## config.mk

```make
export PLATFORM = sky130hd
export DESIGN_NAME = clk_cfg_seq
export DESIGN_NICKNAME = d
export VERILOG_FILES = /design/src/rtl/clk_cfg_pkg.sv /design/src/rtl/settle_timer.sv /design/src/rtl/clk_cfg_seq.sv
export SDC_FILE = /design/constraint.sdc
export NUM_CORES = 1
export LEC_CHECK = 0
export CORE_UTILIZATION = 44
export CTS_BUF_LIST = sky130_fd_sc_hd__clkbuf_8
export DETAILED_ROUTE_END_ITERATION = 7
export PLACE_DENSITY = 0.86
export RECOVER_POWER = 50
export SLEW_MARGIN = 10
export SYNTH_ARGS = -nofsm -noshare
export SYNTH_HDL_FRONTEND = slang
export SYNTH_SLANG_ARGS = --single-unit
export TNS_END_PERCENT = 5
```

## constraint.sdc

```tcl
create_clock -name clk -period 1.5 [get_ports clk]
set_input_delay 0.15 -clock clk [delete_from_list [all_inputs] [get_ports clk]]
set_output_delay 0.15 -clock clk [all_outputs]
set_load 0.05 [all_outputs]
```

## src/rtl/clk_cfg_pkg.sv

```systemverilog
// Shared definitions for the clock-select sequencer: cfg word layout,
// sequencer state codes and the divider / ROSC select encodings.
package clk_cfg_pkg;

  localparam int CFG_W    = 7;
  localparam int DIV_LSB  = 0;
  localparam int ROSC_LSB = 2;
  localparam int MUX0_BIT = 4;
  localparam int MUX1_BIT = 5;
  localparam int MUX2_BIT = 6;

  typedef logic [2:0] state_t;

  localparam state_t ST_IDLE   = 3'd0;
  localparam state_t ST_PARK   = 3'd1;
  localparam state_t ST_SRC    = 3'd2;
  localparam state_t ST_MUX1   = 3'd3;
  localparam state_t ST_DIV    = 3'd4;
  localparam state_t ST_UNPARK = 3'd5;
  localparam state_t ST_DONE   = 3'd6;

  typedef enum logic [1:0] {
    CLK_DIV_1 = 2'b00,
    CLK_DIV_2 = 2'b01,
    CLK_DIV_4 = 2'b10,
    CLK_DIV_8 = 2'b11
  } clk_div_e;

  typedef enum logic [1:0] {
    ROSC_128 = 2'b00,
    ROSC_64  = 2'b01,
    ROSC_32  = 2'b10,
    ROSC_16  = 2'b11
  } rosc_sel_e;

endpackage

```

## src/rtl/settle_timer.sv

```systemverilog
// Saturating settle counter: clr restarts it at zero, done is high once
// SETTLE_CYC-1 is reached and stays high until the next clr.
module settle_timer #(
  parameter int SETTLE_CYC = 16
) (
  input  logic clk,
  input  logic rst,
  input  logic clr,
  output logic done
);

  localparam int CW = (SETTLE_CYC > 1) ? $clog2(SETTLE_CYC) : 1;
  localparam logic [CW-1:0] LAST = CW'(SETTLE_CYC - 1);

  logic [CW-1:0] cnt;

  always_ff @(posedge clk) begin
    if (rst || clr) begin
      cnt <= '0;
    end else if (cnt != LAST) begin
      cnt <= cnt + 1'b1;
    end
  end

  assign done = (cnt == LAST);

endmodule

```

## src/rtl/clk_cfg_seq.sv

```systemverilog
// Clock-select sequencer: applies a written configuration in the order
// park, source, mux1, divider, unpark, and falls back to ROSC on xclk failure.
module clk_cfg_seq
  import clk_cfg_pkg::*;
#(
  parameter int           SETTLE_CYC = 16,
  parameter logic [6:0]   RST_CFG    = 7'h00
) (
  input  logic       clk,
  input  logic       rst,
  input  logic       cfg_wr,
  input  logic [6:0] cfg_wdata,
  input  logic       xclk_fail,
  input  logic       fail_clr,
  output logic       cfg_ack,
  output logic       busy,
  output logic       xclk_failed,
  output logic [6:0] cfg_cur,
  output logic       sel_mux0,
  output logic       sel_mux1,
  output logic       sel_mux2,
  output logic [1:0] sel_rosc,
  output logic [1:0] clk_div,
  output logic [2:0] dbg_state
);

  // Handshake: cfg_wr is a single-cycle strobe honoured only while busy=0;
  // each accepted write yields exactly one cfg_ack pulse as busy falls.

  state_t           state, state_nxt;
  logic [CFG_W-1:0] target;
  logic             fail_hit;
  logic             entering;
  logic             tmr_done;

  assign fail_hit = xclk_fail & cfg_cur[MUX1_BIT];
  assign entering = (state_nxt != state);

  always_comb begin
    state_nxt = state;
    case (state)
      ST_IDLE:   if (cfg_wr)   state_nxt = ST_PARK;
      ST_PARK:   if (tmr_done) state_nxt = ST_SRC;
      ST_SRC:    if (tmr_done) state_nxt = ST_MUX1;
      ST_MUX1:   if (tmr_done) state_nxt = ST_DIV;
      ST_DIV:    if (tmr_done) state_nxt = ST_UNPARK;
      ST_UNPARK: if (tmr_done) state_nxt = ST_DONE;
      ST_DONE:   state_nxt = ST_IDLE;
      default:   state_nxt = ST_IDLE;
    endcase
    // A failure drops any pending write in IDLE and aborts a running sequence.
    if (fail_hit) begin
      state_nxt = (state == ST_IDLE) ? ST_IDLE : ST_DONE;
    end
  end

  settle_timer #(
    .SETTLE_CYC (SETTLE_CYC)
  ) u_settle (
    .clk  (clk),
    .rst  (rst),
    .clr  (entering),
    .done (tmr_done)
  );

  always_ff @(posedge clk) begin
    if (rst) begin
      state       <= ST_IDLE;
      busy        <= 1'b0;
      cfg_ack     <= 1'b0;
      xclk_failed <= 1'b0;
      target      <= RST_CFG;
      cfg_cur     <= RST_CFG;
    end else begin
      state       <= state_nxt;
      busy        <= (state_nxt != ST_IDLE);
      cfg_ack     <= (state == ST_DONE) && (state_nxt == ST_IDLE);
      xclk_failed <= fail_hit | (xclk_failed & ~fail_clr);
      if ((state == ST_IDLE) && (state_nxt == ST_PARK)) begin
        target <= cfg_wdata;
      end
      if (fail_hit) begin
        cfg_cur[MUX0_BIT] <= 1'b0;
        cfg_cur[MUX1_BIT] <= 1'b0;
      end else if (entering) begin
        case (state_nxt)
          ST_PARK: cfg_cur[MUX0_BIT] <= 1'b0;
          ST_SRC: begin
            cfg_cur[ROSC_LSB +: 2] <= target[ROSC_LSB +: 2];
            cfg_cur[MUX2_BIT]      <= target[MUX2_BIT];
          end
          ST_MUX1: cfg_cur[MUX1_BIT]     <= target[MUX1_BIT];
          ST_DIV:  cfg_cur[DIV_LSB +: 2] <= target[DIV_LSB +: 2];
          // Stay parked on ROSC if the external clock is known bad.
          ST_UNPARK: cfg_cur[MUX0_BIT] <= target[MUX0_BIT] &
                                          ~(target[MUX1_BIT] & xclk_failed);
          default: ;
        endcase
      end
    end
  end

  assign sel_mux0  = cfg_cur[MUX0_BIT];
  assign sel_mux1  = cfg_cur[MUX1_BIT];
  assign sel_mux2  = cfg_cur[MUX2_BIT];
  assign sel_rosc  = cfg_cur[ROSC_LSB +: 2];
  assign clk_div   = cfg_cur[DIV_LSB +: 2];
  assign dbg_state = state;

endmodule

```

==> flow_summary.toml, run 1 <==
[global_route]
track_usage = 0.199
grt_overflow = 0
grt_pass1_vias = 896
grt_max_degree = 22
antenna_found_initial = 0
grt_pass1_wl_um = 4130

[pwr]
clockPowerShare = 0.337
power.leakage_nw = 0.617
cellPowerDensity_mw_per_mm2 = 807
vdd_drop_max_mv = 0.584
internal-power_mw = 0.975
total_power_mw = 1.26
p_sw_mw = 0.281
p_sw_frac = 0.224
seqPwrFrac = 0.538
combPwrFrac = 0.125

[timing]
maxSlewHeadroom = 0.599
max_freq_ghz = 0.703
finalSetupViolations = 0
worst_pin_slew_ps = 604
rsz0062_at_grt = "true"
skew_ps = 2.55
min_period_ps = 1420
finalCritPeriodShare = 0.948
setup_ws_ps = 78.4
final-hold-violation-count = 0
drv_slew = 0

[die]
core_mm2 = 0.00250
fp.dieH_um = 53.9
io_pins = 32
rows = 18
start_util = 0.473
die_w_um = 53.9
dieArea_mm2 = 0.00290

[layout]
nets = 170
diodes = 0
syn_to_final_growth_pct = 31.6
drive_gt1_frac = 0.282
post-route-util = 0.623

[synthesis]
seq_area_frac_synth = 0.406
yosys_warnings = 0
syn_nets = 132
yosys.area.top_type_share = 0.406
syn_area_per_cell_um2 = 9.95
syn_area_mm2 = 0.00118
yosys-top-cells-area = "dfxtp_1 (41%), mux2i_1 (12%), buf_4 (5.7%), nor2_1 (4.8%), buf_6 (2.9%)"
synth.distinct_cells = 40
netlist_instances = 119
async_flop_share = 0
synth_edf_count = 0
synth_top_cell_by_area = "dfxtp_1"
ys.flop_type = "dfxtp_1"
synth-seq-cells = 24

[place]
portBuffers = 31
preCtsSetupSlack_ps = -241
gp_congestion = 0.888
dp_hpwl_um = 1950

[clocking]
clock_sinks = 24
cts_tree = "yes"
clk_pin_slew_ps = 80
numCtsBuffers = 3
clockBufferDepth = 2
clock_latency_ps = 260
cts_root_buf = "clkbuf_8"
htree_num_levels = 1

[critical_path]
path_depth = 6
critical_path_class = "reg2reg"
worstSetupEndpointType = "flip-flop"
cp_top_family = "flip-flops"
arrival_ps = 1570
slowest_delay_ps = 360
cp-start-kind = "flip-flop"
required_ps = 1650
cp_max_fo = 2
crit_slowest_cell = "dfxtp_2"
r2r_cells = 6
cp_cell_sequence = "ha_4 -> buf_6 -> nand4_1 -> buf_4 -> a222oi_1 -> nor2_1"
crit_buf_inv = 2

[run]
maxCapViolCount = 0

[hold_path]
hp-class = "reg2reg"
holdPathStages = 2

[routing]
first_iter_violations = 27
first_pass_iters = 4
wire_per_inst_um = 13.8
via_per_inst = 5.47
wl_um = 2560
dr_total_vias = 1017
post-route-drc-count = 0
ant_nets = 0

[outcome]
run_status = "finished, final reports clean"
==> layer usage <==
| metal | GRT usage | part of all wire | vias to the layer above |
|---|---|---|---|
| met5 | 0 | 0 | - |
| met4 | 0.0833 | 0.0051 | 0 |
| met3 | 0.0282 | 0.052 | 2 |
| met2 | 0.327 | 0.49 | 44 |
| met1 | 0.258 | 0.45 | 477 |
| li1 | - | - | 494 |
==> cell type report <==
cell class                      instances  area (µm²)
Sequential cell                        24         487
Clock buffer                            4        55.1
Tap cell                               30        37.5
Timing Repair Buffer                   47         354
Inverter                                1        3.75
Fill cell                             213         942
Multi-Input combinational cell         80         621
==> cell usage after synthesis (2+ instances only) <==
cell type,n
nand4_1,2
nor2_1,15
nand3_1,6
dfxtp_1,24
nor3_4,2
nor3_1,5
buf_6,3
o21ai_0,3
and3_1,2
mux2i_1,14
buf_4,9
a21oi_1,5
nand2_1,2
==> sequential cells by signal, summed over array words and instances (netlist names) <==
| register | cells |
|---|---|
| cfg_cur | 7 |
| target | 7 |
| u_settle.cnt | 4 |
| dbg_state | 3 |
| busy | 1 |
| cfg_ack | 1 |
| xclk_failed | 1 |
==> power groups by stage <==
stage	clock network, mW	logic, mW	registers, mW
2_1_floorplan	0	0.0731	0.696
3_3_place_gp	0	0.143	0.688
3_5_place_dp	0	0.149	0.689
4_1_cts	0.443	0.153	0.677
5_1_grt	0.475	0.169	0.680
6_report	0.423	0.157	0.677
==> layout by cell type (no fill, tap or decap), types with 3 or more instances in the layout <==
| master | instances |
|---|---|
| buf_4 | 14 |
| mux2i_1 | 14 |
| buf_12 | 3 |
| nand3_1 | 6 |
| o21ai_0 | 3 |
| clkdlybuf4s50_1 | 11 |
| nor3_1 | 5 |
| clkbuf_1 | 18 |
| nor2_1 | 14 |
| clkbuf_8 | 4 |
| a21oi_1 | 4 |
| dfxtp_1 | 19 |
| dfxtp_2 | 5 |
==> kinds of logic (layout without fill, tap and decap cells) <==
logic type                 after synthesis  after routing  share of synthesized area
and+or+nand+nor                         45             45                      0.237
DFF                                     24             24                      0.406
AOI/OAI and AO/OA                       19             19                      0.117
buffers and inverters                   15             52                      0.104
muxes                                   14             14                      0.118
adders and majority gates                1              1                     0.0106
xor gates and xnor gates                 1              1                    0.00740
==> repair_timing <==
action                                  CTS  global route
setup buffers                             3             0
hold buffers                              0             0
gates resized for setup                   6             6
pin swaps                                 4             6
endpoints found under the setup margin    8            10
==> per-stage QoR <==
stage	setup TNS, ps	cell area (µm²)	hold slack, ps	instances
after floorplan	0	1190	294	119
after global placement	-1980	1510	475	180
after detailed placement	-2870	1510	475	180
after CTS	-120	1610	486	187
after global routing	-145	1560	482	186
final	0	1560	479	186
==> final timing paths <==
| path | from | end | slack (ps) |
|---|---|---|---|
| worst min register to register | cfg_cur[4] | cfg_cur[4] | 480 |
| worst min-delay path | cfg_cur[4] | cfg_cur[4] | 480 |
| worst max-delay path | u_settle.cnt[0] | dbg_state[1] | 80 |
| worst max register to register | u_settle.cnt[0] | dbg_state[1] | 80 |
==> tightest hold or removal path: stages (launching register included) <==
cell and delay (ps):
dfxtp_1 320, nand3_1 60, o31ai_1 50
No activity file was read; power rests on OpenSTA's default activity.
==> inputs of run 2 (changes only) <==
- CORE_MARGIN: unset -> 4
==> flow_summary.toml, run 2 (synthesized netlist as in run 1, its figures left out) <==
[die]
dieArea_mm2 = 0.00358
fp.dieH_um = 59.9
die_w_um = 59.9
start_util = 0.469
rows = 18
io_pins = 32
core_mm2 = 0.00252

[critical_path]
r2r_slack_ps = 40
r2r-start = "u_settle.cnt[0]"
r2r_cells = 6
cp_max_fo = 4
cp-start-kind = "flip-flop"
required_ps = 1660
slowest_delay_ps = 370
cp_top_family = "simple AND/OR/NAND/NOR gates"
worstReg2RegEnd = "cfg_cur[2]"
worstSetupEndpointType = "flip-flop"
critical_path_class = "reg2reg"
crit_slowest_cell = "dfxtp_2"
path_depth = 6
arrival_ps = 1620
cp_cell_sequence = "ha_4 -> buf_6 -> nand4_1 -> nor4_4 -> mux2i_1 -> nor2_1"
crit_buf_inv = 1

[layout]
reg_top3 = "cfg_cur (7), target (7), u_settle.cnt (4)"
nets = 169
diodes = 0
mostFrequentLayoutCells = "dfxtp_1 (19), nor2_1 (15), mux2i_1 (14), clkbuf_1 (14), buf_4 (13)"
drive_gt1_frac = 0.297
post-route-util = 0.622
final_common_cell = "dfxtp_1"
syn_to_final_growth_pct = 32.6
instances_no_fill = 185

[global_route]
grt_pass1_vias = 988
grt_max_degree = 15
track_usage = 0.160
grt_overflow = 0
grt_pass1_wl_um = 4340
antenna_found_initial = 0

[routing]
wl_met2_um = 1310
first_pass_iters = 5
post-route-drc-count = 0
top_layer = "met4"
wl_met3_um = 216
ant_nets = 0
met1_length_um = 1070
wire_per_inst_um = 14.4
dr_total_vias = 1018
wl_um = 2660
via_per_inst = 5.50
first_iter_violations = 27

[timing]
setup_ws_ps = 38.1
setup-tns-final_ps = 0
finalSetupViolations = 0
drv_slew = 0
max_freq_ghz = 0.684
finalCritPeriodShare = 0.975
skew_ps = 12.8
min_period_ps = 1460
maxSlewHeadroom = 0.593
worst_pin_slew_ps = 613
final-hold-violation-count = 0
rsz0062_at_grt = "true"

[clocking]
cts_hold_buf = 0
post-cts-setup-buffer-count = 0
clock_sinks = 24
htree_num_levels = 1
cts_tree = "yes"
clockBufferDepth = 2
clock_latency_ps = 270
cts_root_buf = "clkbuf_8"
clk_pin_slew_ps = 90
numCtsBuffers = 3

[place]
gp_congestion = 0.890
dp_hpwl_um = 2110
portBuffers = 31
dp_cells = 181
preCtsSetupSlack_ps = -265

[hold_path]
min-delay-start = "cfg_wdata[5]"
hp-class = "in2reg"
whs_endpoint = "target[5]"
holdPathStages = 3

[pwr]
cellPowerDensity_mw_per_mm2 = 889
vdd_drop_max_mv = 0.727
total_power_mw = 1.39
power.leakage_nw = 0.633

[outcome]
run_status = "finished, final reports clean"

[run]
maxCapViolCount = 0
[run 2: cell types whose count changed in the layout (fill, tap and decap cells not counted)]
cell       change
nor2_1         +1
clkbuf_2       +4
bufinv_16      +1
clkbuf_1       -4
buf_4          -1
nor2_2         -1
clkbuf_8       -1
[run 2: per-layer routing]
layer / up-vias / global-route usage
met2: 51 / 0.273
met1: 470 / 0.187
li1: 490 / -
met4: 0 / 0.101
met5: - / 0
met3: 7 / 0.0216
[run 2: area by class of cell]
type	count	area [µm²]
Clock buffer	3	41.3
Clock inverter	1	30.0
Fill cell	237	953
Inverter	1	3.75
Multi-Input combinational cell	80	618
Sequential cell	24	487
Tap cell	30	37.5
Timing Repair Buffer	46	352
[run 2: worst max path at each step]
stage | start | to
after detailed placement | xclk_fail | u_settle.cnt[1]
after CTS | u_settle.cnt[0] | cfg_cur[2]
after global routing | u_settle.cnt[0] | cfg_cur[6]
after global placement | xclk_fail | u_settle.cnt[3]
after floorplan | u_settle.cnt[0] | u_settle.cnt[3]
final | u_settle.cnt[0] | cfg_cur[2]
[run 2: metrics by stage]
| step | hold slack, ps | cell area (µm²) |
|---|---|---|
| finish | 479 | 1570 |
| global route | 491 | 1570 |
| CTS | 478 | 1620 |
| detailed placement | 481 | 1520 |
| global placement | 474 | 1520 |
| floorplan | 294 | 1190 |
[run 2: repair_timing]
| action | 4_1_cts | 5_1_grt |
|---|---|---|
| pin swaps | 0 | 0 |
| endpoints found under the setup margin | 12 | 12 |
| gates resized for setup | 7 | 5 |
[run 2: where the power goes]
part | switching, mW | total (mW) | internal [mW]
sequential | 0.0177 | 0.676 | 0.658
clock | 0.206 | 0.563 | 0.357
combinational | 0.0721 | 0.156 | 0.0839
[run 2: tightest hold or removal path: cells and delay by family]
family	cells	cell delay, ps
simple gates	1	50
mux	1	120
buf+inv	1	390
